### config.mk
export PLATFORM = sky130hd
export DESIGN_NAME = btn_conditioner
export DESIGN_NICKNAME = d
export VERILOG_FILES = /design/src/rtl/btn_pkg.sv /design/src/rtl/btn_chan.sv /design/src/rtl/btn_conditioner.sv
export SDC_FILE = /design/constraint.sdc
export NUM_CORES = 1
export LEC_CHECK = 0
export ABC_AREA = 1
export CAP_MARGIN = 10
export CORE_MARGIN = 3
export CORE_UTILIZATION = 45
export CTS_BUF_LIST = sky130_fd_sc_hd__clkbuf_8
export DETAILED_ROUTE_END_ITERATION = 8
export HOLD_SLACK_MARGIN = 0.02
export MAX_ROUTING_LAYER = met4
export PLACE_DENSITY = 0.59
export SLEW_MARGIN = 20
export SYNTH_ARGS = -nofsm -noshare
export SYNTH_HDL_FRONTEND = slang
export SYNTH_SLANG_ARGS = --single-unit
### constraint.sdc
create_clock -name clk -period 3.2 [get_ports clk]
set_input_delay 0.32 -clock clk [delete_from_list [all_inputs] [get_ports clk]]
set_output_delay 0.32 -clock clk [all_outputs]
set_load 0.03 [all_outputs]
### src/rtl/btn_pkg.sv
// Shared definitions for the button conditioner: channel FSM encoding and
// counter sizing helper.
package btn_pkg;

  typedef enum logic [1:0] {
    IDLE    = 2'd0,
    PRESSED = 2'd1,
    HELD    = 2'd2
  } btn_state_e;

  // Bits needed to hold values 0..terminal (at least one bit).
  function automatic int unsigned cnt_width(input int unsigned terminal);
    if (terminal == 0) begin
      return 1;
    end
    return $clog2(terminal + 1);
  endfunction

endpackage

### src/rtl/btn_chan.sv
// One button channel: synchroniser, debouncer, edge pulses and the
// press / long-press / auto-repeat state machine.
module btn_chan
  import btn_pkg::*;
#(
  parameter int unsigned SYNC_STAGES   = 2,
  parameter int unsigned DB_CYCLES     = 5,
  parameter int unsigned HOLD_CYCLES   = 1000,
  parameter int unsigned REPEAT_CYCLES = 250
) (
  input  logic clk,
  input  logic rst,
  input  logic pb,
  input  logic repeat_en,
  output logic level,
  output logic press,
  output logic rel,
  output logic long_press,
  output logic hold,
  output logic rpt
);

  localparam int unsigned DbW   = cnt_width(DB_CYCLES - 1);
  localparam int unsigned HoldW = cnt_width(HOLD_CYCLES - 1);
  localparam int unsigned RptW  = cnt_width(REPEAT_CYCLES - 1);

  localparam logic [DbW-1:0]   DbLast   = DbW'(DB_CYCLES - 1);
  localparam logic [HoldW-1:0] HoldLast = HoldW'(HOLD_CYCLES - 1);
  localparam logic [RptW-1:0]  RptLast  = RptW'(REPEAT_CYCLES - 1);

  logic [SYNC_STAGES-1:0] sync;
  logic                   s;
  logic [DbW-1:0]         db_cnt;
  logic                   flip;
  logic                   rise;
  logic                   fall;
  btn_state_e             state;
  logic [HoldW-1:0]       hold_cnt;
  logic [RptW-1:0]        rpt_cnt;

  assign s = sync[SYNC_STAGES-1];

  // Debounced level changes on the edge where the disagreement count is terminal.
  assign flip = (s != level) && (db_cnt == DbLast);
  assign rise = flip & ~level;
  assign fall = flip & level;

  assign hold = (state == HELD);

  // Synchroniser chain for the raw asynchronous input.
  always_ff @(posedge clk or posedge rst) begin
    if (rst) begin
      sync <= '0;
    end else begin
      sync <= {sync[SYNC_STAGES-2:0], pb};
    end
  end

  // Debounce counter, level register and registered edge pulses.
  always_ff @(posedge clk or posedge rst) begin
    if (rst) begin
      db_cnt <= '0;
      level  <= 1'b0;
      press  <= 1'b0;
      rel    <= 1'b0;
    end else begin
      press <= rise;
      rel   <= fall;
      if (s == level) begin
        db_cnt <= '0;
      end else if (flip) begin
        db_cnt <= '0;
        level  <= ~level;
      end else begin
        db_cnt <= db_cnt + 1'b1;
      end
    end
  end

  // Press / hold / repeat FSM; release always wins over hold or repeat events.
  always_ff @(posedge clk or posedge rst) begin
    if (rst) begin
      state      <= IDLE;
      hold_cnt   <= '0;
      rpt_cnt    <= '0;
      long_press <= 1'b0;
      rpt        <= 1'b0;
    end else begin
      long_press <= 1'b0;
      rpt        <= 1'b0;
      unique case (state)
        IDLE: begin
          hold_cnt <= '0;
          rpt_cnt  <= '0;
          if (rise) begin
            state <= PRESSED;
          end
        end
        PRESSED: begin
          if (fall) begin
            state    <= IDLE;
            hold_cnt <= '0;
          end else if (hold_cnt == HoldLast) begin
            state      <= HELD;
            long_press <= 1'b1;
            hold_cnt   <= '0;
            rpt_cnt    <= '0;
          end else begin
            hold_cnt <= hold_cnt + 1'b1;
          end
        end
        HELD: begin
          if (fall) begin
            state   <= IDLE;
            rpt_cnt <= '0;
          end else if (!repeat_en) begin
            rpt_cnt <= '0;
          end else if (rpt_cnt == RptLast) begin
            rpt     <= 1'b1;
            rpt_cnt <= '0;
          end else begin
            rpt_cnt <= rpt_cnt + 1'b1;
          end
        end
        default: begin
          state    <= IDLE;
          hold_cnt <= '0;
          rpt_cnt  <= '0;
        end
      endcase
    end
  end

endmodule

### src/rtl/btn_conditioner.sv
// Multi-channel push-button conditioner: N_CH independent btn_chan instances.
// The release pulse output is named rel because release is a reserved word.
module btn_conditioner
  import btn_pkg::*;
#(
  parameter int unsigned N_CH          = 3,
  parameter int unsigned SYNC_STAGES   = 2,
  parameter int unsigned DB_CYCLES     = 5,
  parameter int unsigned HOLD_CYCLES   = 1000,
  parameter int unsigned REPEAT_CYCLES = 250
) (
  input  logic            clk,
  input  logic            rst,
  input  logic [N_CH-1:0] pb,
  input  logic [N_CH-1:0] repeat_en,
  output logic [N_CH-1:0] level,
  output logic [N_CH-1:0] press,
  output logic [N_CH-1:0] rel,
  output logic [N_CH-1:0] long_press,
  output logic [N_CH-1:0] hold,
  output logic [N_CH-1:0] rpt
);

  for (genvar i = 0; i < N_CH; i++) begin : g_chan
    btn_chan #(
      .SYNC_STAGES  (SYNC_STAGES),
      .DB_CYCLES    (DB_CYCLES),
      .HOLD_CYCLES  (HOLD_CYCLES),
      .REPEAT_CYCLES(REPEAT_CYCLES)
    ) u_chan (
      .clk       (clk),
      .rst       (rst),
      .pb        (pb[i]),
      .repeat_en (repeat_en[i]),
      .level     (level[i]),
      .press     (press[i]),
      .rel       (rel[i]),
      .long_press(long_press[i]),
      .hold      (hold[i]),
      .rpt       (rpt[i])
    );
  end

endmodule

==> results by group <==
Status
  • Outcome: completed

Yosys
  • Leading area contributor after synthesis: dfrtp_1
  • Avg Cell Area, Syn: approximately 8.0 µm²
  • Synthesized cell area: 4760 µm²
  • Yosys reg bits: 90
  • Synth cell count leaders: nand2_1, dfrtp_1, inv_1, nor2_1, nand3_1
  • Synth Area in Adders: roughly 3.9%
  • XOR/XNOR share of the synthesized area: 3.86%
  • Syn Inst Count: 593
  • Top_reg_cell synth: dfrtp_1
  • Yosys synthesis warning count: 0
  • Post-synth EDFFs: 0
  • Count leader, synth: nand2_1
  • Largest family of logic cells by synthesized area: simple AND/OR/NAND/NOR gates
  • Post-synth net total: roughly 620
  • Synth Area in Compound Gates: 5.30%
  • Post-synth top area share: between 40% and 50%
  • Largest cells by area after synthesis: dfrtp_1, nand2_1, inv_1
  • Post-synth ARST share: 100%
  • Register area share after synthesis: 47.3%
  • Yosys cell types: 26
  • Multiplexer share of the synthesized area: 0%
  • Post-synthesis simple-gate area fraction: 29.1%

Place
  • RD Place Congestion: 0.861
  • Placed cell area: 5060 µm²
  • DP Wirelength: between 6000 and 7000 µm
  • PortBufs: 25

GRT
  • Initial antenna violation count: 0
  • Largest net degree at the start of global routing: 48
  • Global-route wire length before repair: between 15000 and 20000 µm
  • Vias in the first global route: 3524
  • GR Util All Layers: 17.0%
  • Overflow after GRT: 0

Routing
  • Routed length on met2: 3910 µm
  • DR WL met3: 343 µm
  • DRC viols: 0
  • Routed length on met1: 4350 µm
  • Drt via density: 4.90
  • Final ANT Viol Nets: 0
  • DR top layer: met4
  • Routed WL: ~8700 µm
  • Routed via count: about 3700
  • DRT iter0 DRCs: 195
  • Drt pass-1 iters: 4
  • Routed wire per std cell: 11.6 µm

Floorplanning
  • Die Ht: 109 µm
  • Die X: around 110 µm
  • Die area: 11900 µm²
  • I/O pins: 26
  • Core region area: ~10000 µm²
  • Initial core utilization: between 40% and 50%
  • FP Rows: 36

Timing
  • Endpoints failing setup: 0
  • Slew @ Worst Pin: roughly 850 ps
  • Worst slew margin: about 43%
  • Setup tns final: 0 ps
  • Fin. max-slew vios: 0
  • Fmax: between 0.4 and 0.5 GHz
  • RSZ-0062 raised after global routing: no
  • Tcrit/Tclk final: 70.2%
  • Final clock skew: approximately 6.9 ps
  • Final Hold Vio Count: 0
  • Min Tclk post-route: 2240 ps

CTS
  • H-tree Lvls: 3
  • CTS tree: done
  • Clk Tree Root Cell: clkbuf_8
  • Post-CTS sizing: 0
  • Cts hold-fix bufs: 0
  • Max Root-Sink Buffers: 2
  • Insertion delay to the later sink of the worst-skew pair: 360 ps
  • TritonCTS Sinks: 90
  • Worst-path clk slew: about 90 ps
  • Postcts setup bufs: 0
  • CTS buffer count: 9

Final layout
  • Fin area: ~5300 µm²
  • ANT cells: 0
  • Share of layout cells above drive strength 1: 8.12%
  • Area grow syn2layout: 11.0%
  • Utilization after layout: 52.6%
  • Layout Nets: 634

Min path
  • Hold Path Origin: g_chan[2].u_chan.sync[0]
  • HP Class: reg2reg
  • Hold Crit Endpoint: g_chan[2].u_chan.sync[1]
  • Hold path cells: 0

Critical path
  • CP Launch Type: flop
  • Worst Path Arrival: roughly 1900 ps
  • Crit Path Class: reg2out
  • R2R depth: 11
  • Max FO, Critical Path: 16
  • Worst R2R Start: g_chan[0].u_chan.db_cnt[0]
  • Worst R2R End: g_chan[0].u_chan.rpt_cnt[5]
  • Setup crit end kind: output pin
  • Worst reg2reg setup slack: about 1600 ps
  • CP Data Required Time: roughly 2900 ps

Power and ir drop
  • LEAKAGE: around 2.5 nW
  • Peak supply drop: about 0.00036 V
  • PwrDens: 551 nW/µm²

Job
  • Number of max-cap violations: 0
layout make-up:
class,instances,area [µm²]
timing repair buffer,26,270
sequential,90,2250
clock inverter,6,90.1
fill,957,4760
inverter,95,358
tap,133,166
clock buffer,10,138
multi-input combinational,389,2010
report_power, final:
part	switching [mW]	leakage, nW	internal, mW	total (mW)
Sequential	0.106	1.22	1.26	1.36
Combinational	0.452	1.20	0.231	0.683
Clock	0.408	0.101	0.460	0.869
Total	0.967	2.52	1.95	2.92
state kept, by name, summed over array words and instances, names as in the netlist:
| register | flops |
|---|---|
| g_chan.u_chan.sync | 6 |
| g_chan.u_chan.hold_cnt | 30 |
| g_chan.u_chan.rpt | 3 |
| g_chan.u_chan.rpt_cnt | 24 |
| g_chan.u_chan.state | 6 |
| g_chan.u_chan.level | 3 |
| g_chan.u_chan.press | 3 |
| g_chan.u_chan.long_press | 3 |
| g_chan.u_chan.rel | 3 |
| g_chan.u_chan.db_cnt | 9 |
cells in the final DEF (no fill, tap or decap), drive strengths merged, types with 10 or more instances in the layout:
master	netlist	layout
nor2	81	81
nor3	17	17
dfrtp	90	90
nand2	135	135
inv	95	94
o21ai	27	27
xor2	15	15
ha	15	15
clkbuf	0	10
nand4	14	14
nand3	60	60
clkdlybuf4s50	0	25
worst max-delay path, cell delays in order (launching register included):
cell and delay [ps]:
dfrtp_1 430, nor2_4 370, clkdlybuf4s50_1 760
routing by layer:
layer  global-route usage (%)  vias up
li1                         -     1888
met1                     21.8     1719
met2                     26.5       54
met3                     4.80        9
met4                     4.60        0
met5                        -        -
logic make-up after synthesis:
family	count (synthesis)
simple gates	308
buf+inv	114
flops	90
compound gates	45
xor+xnor	21
fa+ha+maj	15
per-stage QoR:
step | setup WS [ps] | std cells | total power, mW | hold WS, ps
after floorplan | 545 | 593 | 1.91 | 331
after global placement | 1350 | 733 | 2.06 | 334
after detailed placement | 1340 | 733 | 2.08 | 337
after CTS | 904 | 749 | 2.97 | 358
after global routing | 848 | 749 | 3.12 | 360
final | 955 | 749 | 2.92 | 355
worst max-delay path by stage:
stage / start / to
2_1_floorplan: rst / g_chan[0].u_chan.db_cnt[0]
3_3_place_gp: g_chan[1].u_chan.state[0] / hold[1]
3_5_place_dp: g_chan[1].u_chan.state[0] / hold[1]
4_1_cts: g_chan[1].u_chan.state[0] / hold[1]
5_1_grt: g_chan[0].u_chan.state[0] / hold[0]
6_report: g_chan[1].u_chan.state[0] / hold[1]
Power figures use the tool's default switching activity.
